### src/rtl/dice_pkg.sv
// Shared definitions for the dice roll pipeline: die codes, scheduler state
// encoding and default datapath widths.
package dice_pkg;

  localparam int unsigned DIE_W_DEF  = 4;
  localparam int unsigned ROLL_W_DEF = 5;

  localparam int unsigned D4  = 0;
  localparam int unsigned D6  = 1;
  localparam int unsigned D8  = 2;
  localparam int unsigned D10 = 3;
  localparam int unsigned D12 = 4;
  localparam int unsigned D20 = 5;
  localparam int unsigned DIE_MAX = D20;

  typedef enum logic [1:0] {
    S_IDLE,
    S_GRANT,
    S_RUN,
    S_RESP
  } sched_state_t;

  // Codes above DIE_MAX have no postProcess table and are rejected.
  function automatic logic die_code_valid(input logic [31:0] code);
    return code <= DIE_MAX;
  endfunction

endpackage

### src/rtl/rr_arbiter.sv
// Combinational round-robin search: the first set request after ptr,
// wrapping modulo N_REQ. The pointer register belongs to the caller.
module rr_arbiter #(
  parameter int unsigned N_REQ = 4,
  parameter int unsigned IDX_W = (N_REQ > 1) ? $clog2(N_REQ) : 1
) (
  input  logic [N_REQ-1:0] req,
  input  logic [IDX_W-1:0] ptr,
  output logic [N_REQ-1:0] grant,
  output logic [IDX_W-1:0] idx,
  output logic             any
);

  // Walk ptr+1 .. ptr+N_REQ and keep the first hit.
  always_comb begin
    logic [IDX_W-1:0] k;
    k     = '0;
    grant = '0;
    idx   = '0;
    any   = 1'b0;
    for (int unsigned i = 1; i <= N_REQ; i++) begin
      k = IDX_W'((32'(ptr) + i) % N_REQ);
      if (!any && req[k]) begin
        any      = 1'b1;
        grant[k] = 1'b1;
        idx      = k;
      end
    end
  end

endmodule

### src/rtl/roll_scheduler.sv
// Shares the single random-roll pipeline between N_REQ requesters with
// round-robin arbitration, one roll in flight at a time.
// Optional feature macro: ROLL_SCHED_TIMEOUT_EN (abort RUN after TIMEOUT_CYC cycles).
module roll_scheduler
  import dice_pkg::*;
#(
  parameter int unsigned N_REQ       = 4,
  parameter int unsigned DIE_W       = DIE_W_DEF,
  parameter int unsigned ROLL_W      = ROLL_W_DEF,
  parameter int unsigned TIMEOUT_CYC = 1023
) (
  input  logic                   i_clk,
  input  logic                   i_reset_n,
  input  logic [N_REQ-1:0]       i_req,
  input  logic [N_REQ*DIE_W-1:0] i_die_sel,
  output logic [N_REQ-1:0]       o_grant,
  output logic [N_REQ-1:0]       o_done,
  output logic [ROLL_W-1:0]      o_roll,
  output logic                   o_err,
  output logic [DIE_W-1:0]       o_die_select,
  output logic                   o_rng_start,
  input  logic                   i_roll_valid,
  input  logic [ROLL_W-1:0]      i_roll_result
);

  localparam int unsigned IDX_W = (N_REQ > 1) ? $clog2(N_REQ) : 1;

  if (N_REQ < 2) begin : g_chk_nreq
    $error("roll_scheduler: N_REQ must be at least 2");
  end
  if (TIMEOUT_CYC < 1) begin : g_chk_timeout
    $error("roll_scheduler: TIMEOUT_CYC must be at least 1");
  end

  sched_state_t     state;
  logic [IDX_W-1:0] ptr;
  logic [DIE_W-1:0] die_q;
  logic             valid_q;

  logic [N_REQ-1:0] arb_grant;
  logic [IDX_W-1:0] arb_idx;
  logic             arb_any;
  logic [DIE_W-1:0] die_pick;
  logic             roll_edge;

`ifdef ROLL_SCHED_TIMEOUT_EN
  localparam int unsigned CNT_W = $clog2(TIMEOUT_CYC + 1);
  logic [CNT_W-1:0] run_cnt;
`endif

  rr_arbiter #(
    .N_REQ (N_REQ),
    .IDX_W (IDX_W)
  ) u_arb (
    .req   (i_req),
    .ptr   (ptr),
    .grant (arb_grant),
    .idx   (arb_idx),
    .any   (arb_any)
  );

  // Die code of the requester the arbiter would pick this cycle.
  always_comb begin
    die_pick = '0;
    for (int unsigned k = 0; k < N_REQ; k++) begin
      if (arb_grant[k]) die_pick = i_die_sel[k*DIE_W +: DIE_W];
    end
  end

  // A valid level left over from the previous roll is not a new result.
  assign roll_edge = i_roll_valid & ~valid_q;

  // Scheduler FSM; every output is registered here.
  always_ff @(posedge i_clk or negedge i_reset_n) begin
    if (!i_reset_n) begin
      state        <= S_IDLE;
      ptr          <= IDX_W'(N_REQ - 1);
      die_q        <= '0;
      valid_q      <= 1'b0;
      o_grant      <= '0;
      o_done       <= '0;
      o_roll       <= '0;
      o_err        <= 1'b0;
      o_die_select <= '0;
      o_rng_start  <= 1'b0;
`ifdef ROLL_SCHED_TIMEOUT_EN
      run_cnt      <= '0;
`endif
    end else begin
      valid_q <= i_roll_valid;
      o_done  <= '0;
      o_err   <= 1'b0;
      case (state)
        S_IDLE: begin
          if (arb_any) begin
            state   <= S_GRANT;
            o_grant <= arb_grant;
            ptr     <= arb_idx;
            die_q   <= die_pick;
          end
        end
        S_GRANT: begin
          if (die_code_valid(32'(die_q))) begin
            state        <= S_RUN;
            o_rng_start  <= 1'b1;
            o_die_select <= die_q;
`ifdef ROLL_SCHED_TIMEOUT_EN
            run_cnt      <= '0;
`endif
          end else begin
            state  <= S_RESP;
            o_done <= o_grant;
            o_err  <= 1'b1;
            o_roll <= '0;
          end
        end
        S_RUN: begin
          if (roll_edge) begin
            state       <= S_RESP;
            o_done      <= o_grant;
            o_roll      <= i_roll_result;
            o_rng_start <= 1'b0;
          end
`ifdef ROLL_SCHED_TIMEOUT_EN
          else if (run_cnt == CNT_W'(TIMEOUT_CYC - 1)) begin
            state       <= S_RESP;
            o_done      <= o_grant;
            o_err       <= 1'b1;
            o_roll      <= '0;
            o_rng_start <= 1'b0;
          end else begin
            run_cnt <= run_cnt + 1'b1;
          end
`endif
        end
        S_RESP: begin
          state   <= S_IDLE;
          o_grant <= '0;
        end
        default: begin
          state   <= S_IDLE;
          o_grant <= '0;
        end
      endcase
    end
  end

endmodule

### config.mk
export PLATFORM = sky130hd
export DESIGN_NAME = roll_scheduler
export DESIGN_NICKNAME = d
export VERILOG_FILES = /design/src/rtl/dice_pkg.sv /design/src/rtl/rr_arbiter.sv /design/src/rtl/roll_scheduler.sv
export SDC_FILE = /design/constraint.sdc
export NUM_CORES = 1
export LEC_CHECK = 0
export CORE_UTILIZATION = 35
export DETAILED_ROUTE_END_ITERATION = 12
export PLACE_DENSITY_LB_ADDON = 0.2
export SYNTH_ARGS = -nofsm -noshare
export SYNTH_HDL_FRONTEND = slang
export SYNTH_SLANG_ARGS = --single-unit
export TNS_END_PERCENT = 20
### constraint.sdc
create_clock -name i_clk -period 3.1 [get_ports i_clk]
set_clock_uncertainty 0.1 [all_clocks]
set_input_delay 0.31 -clock i_clk [delete_from_list [all_inputs] [get_ports i_clk]]
set_output_delay 0.31 -clock i_clk [all_outputs]
set_load 0.005 [all_outputs]
==> summary.md <==
| Metric | Value |
|---|---|
| Final worst path period share | `0.931` |
| Sequential power share | `0.239` |
| Clock transition at path regs | `0.09 ns` |
| Hold slack | `0.313 ns` |
| Max stage delay on crit path | `approximately 0.60 ns` |
| Fin. max-slew vios | `0` |
| CP max stage cell | `mux4_2` |
| Syn nets | `251` |
| Total I/O pin count | `47` |
| Minimum clock period | `2.89 ns` |
| CTS Hold Bufs | `0` |
| Worst Slack Setup Final | `about 0.21 ns` |
| Final core occ | `0.488` |
| Synth-to-Final Area Change | `31.6%` |
| TritonCTS Buffers | `3` |
| Design Area, Final | `roughly 0.0026 mm^2` |
| Drt wl/cell | `13.2 um` |
| Number of synthesized flops with an enable pin | `0` |
| Sw Ratio | `0.421` |
| Vias | `1690` |
| Net count, final | `299` |
| Syn Inst Count | `210` |
| Max-cap viol count | `0` |
| Net Sw Power | `between 1 and 1.5 mW` |
| Transition time of the tightest slew-check pin | `0.657 ns` |
| Sequential cell area fraction in the yosys report | `0.362` |
| Crit. End Element | `register` |
| Port buffer count | `46` |
| Delay-heaviest family, CP | `compound AO/OA/AOI/OAI gates` |
| RD Place Congestion | `approximately 0.86` |
| Hold Crit Class | `input port to async pin` |
| VDD IR max | `around 330 uV` |
| RSZ-0062 raised after global routing | `false` |
| H-tree depth | `1` |
| Top FF cell, synth | `dfrtp_1` |
| Leakage | `between 1 and 1.5 nW` |
| CP startpoint kind | `register` |
| Internal Power | `1.40 mW` |
| Placement Cell Area | `between 0.002 and 0.003 mm^2` |
| Setup CP Type | `register to register` |
| Post-route ant nets | `0` |
| Ant diodes | `0` |
| Maximum buffer depth of the clock tree | `2` |
| Core area | `between 0.005 and 0.006 mm^2` |
| WL final | `4.32 mm` |
| Logic gate share of total power | `0.671` |
| Die area | `about 0.0059 mm^2` |
| Cell Area, Synth | `around 0.002 mm^2` |
| Placed Cells | `323` |
| Fillers | `roughly 500` |
| Clk pwr share | `0.090` |
| Root Driver | `clkbuf_8` |
| CTS resizes | `0` |
| Post-synth ARST share | `1.00` |
| Iter 0 DRT Violations | `93` |
| Cells along the critical path | `inv_1 > ha_1 > mux4_2 > a21oi_1 > o21ai_0 > a22oi_2 > nand2_1 > o31ai_1` |
| Count of state elements after synthesis | `28` |
| DR DRC count | `0` |
| Worst skew pair latency | `around 0.27 ns` |
| Crit-path max FO | `6` |
| Worst slew margin | `0.560` |
| Die H | `76.5 um` |
| CTS Sinks | `28` |
| Crit path buffers/inverters | `1` |
| Total gr overflow | `0` |
| CTS tree | `yes` |
| Yosys warning count | `0` |
| Status | `complete, no violations` |
| First-pass GRT wire length | `7.48 mm` |
| Max frequency | `~350 MHz` |
| # Post-CTS Setup Buffers | `0` |
| Critical Path AT | `~3.0 ns` |
| Total power | `between 2 and 2.5 mW` |
| Post-place setup slack | `between 0.15 and 0.2 ns` |
| Final setup fails | `0` |
| Die width | `roughly 77 um` |
| Hpwl dp | `about 3.3 mm` |
| Vias in the first global route | `approximately 1600` |
| Worst EP required | `~3.2 ns` |
| Initial core utilization | `0.371` |
| Largest net degree at the start of global routing | `29` |
| Fin cells | `327` |
| Antenna violations before repair | `0` |
| GRT Total Usage | `0.157` |
| TNS Setup | `0 ns` |
| Fin. Hold Viols | `0` |
| Share of cells above drive strength 1 | `0.109` |
| Row count | `26` |
| Mean number of vias per cell | `between 5 and 6` |
| Avg Synthesized Cell Area | `between 9 and 10 um^2` |
| Library cells used by synthesis | `44` |
| TritonRoute pass-1 iters | `5` |
| Cell Pwr Density | `945 mW/mm^2` |
-- sequential cells by signal (all words and copies together) (netlist names) --
register	count
die_q	4
o_done	4
valid_q	1
o_roll	5
state	2
o_grant	4
ptr	2
o_die_select	4
o_rng_start	1
o_err	1
-- cells by family after synthesis --
| logic type | synth area share |
|---|---|
| buf+inv | 0.0451 |
| flops | 0.362 |
| simple gates | 0.184 |
| fa+ha+maj | 0.0837 |
| mux | 0.0985 |
| compound gates | 0.223 |
| xor+xnor | 0.00451 |
-- power by group through the flow --
stage / clock (mW) / sequential [mW] / combinational [mW]
global route: 0.239 / 0.601 / 1.81
global placement: 0 / 0.583 / 1.61
CTS: 0.228 / 0.580 / 1.63
detailed placement: 0 / 0.586 / 1.62
finish: 0.217 / 0.578 / 1.62
floorplan: 0 / 0.591 / 1.14
-- cell type report --
cell class	instances	area, um^2	share of cell area
multi-input combinational	161	1160	0.453
sequential	28	703	0.275
timing repair buffer	53	513	0.201
clock buffer	4	55.1	0.0215
tap	70	87.6	0.0342
inverter	11	41.3	0.0161
-- layout by cell type, fill, tap and decap left out, drive strengths merged, types with 2 or more instances in the layout --
cell and instances:
a221oi 2, and3b 2, dfstp 2, o211ai 2, nor2 13, ha 13
dfrtp 26, buf 7, o21ai 21, nor3 2, a2bb2oi 7, clkbuf 4
nor2b 2, mux4 4, nand2b 3, o31ai 6, nand2 33, and2 8
o311a 4, a22oi 4, a21oi 6, a21o 2, mux2i 3, or2 2
inv 11, nor3b 4, mux2 6, clkdlybuf4s50 46, a21boi 2
-- worst paths after layout --
| kind | start | to | slack [ns] | cells past startpoint |
|---|---|---|---|---|
| worst min register to register | o_roll[2] | o_roll[2] | 0.38 | 2 |
| min in group i_clk | o_roll[2] | o_roll[2] | 0.38 | 2 |
| worst max register to register | ptr[1] | die_q[1] | 0.21 | 8 |
| worst max-delay path | ptr[1] | die_q[1] | 0.21 | 8 |
| worst min-delay path | i_reset_n | o_done[2] | 0.31 | 2 |
| max in group asynchronous | i_reset_n | ptr[0] | 2.28 | 2 |
-- synthesized netlist by cell type (4+ instances only) --
master,number,area (um^2)
a2bb2oi_1,7,61.3
and2_1,8,50.1
o311a_1,4,40.0
o21ai_0,21,105
ha_1,13,163
inv_1,11,41.3
clkbuf_1,8,30.0
a22oi_1,4,30.0
mux2_2,6,67.6
nand2_1,33,124
a21oi_1,6,30.0
nor2_1,13,48.8
dfrtp_1,26,651
o31ai_1,5,37.5
-- per-layer routing --
| metal | up-vias | part of all wire | GRT usage |
|---|---|---|---|
| li1 | 852 | - | - |
| met1 | 779 | 0.50 | 0.224 |
| met2 | 57 | 0.44 | 0.245 |
| met3 | 2 | 0.050 | 0.0347 |
| met4 | 0 | 0.0065 | 0.0308 |
| met5 | - | 0 | 0 |
(Power assumes the default switching activity.)
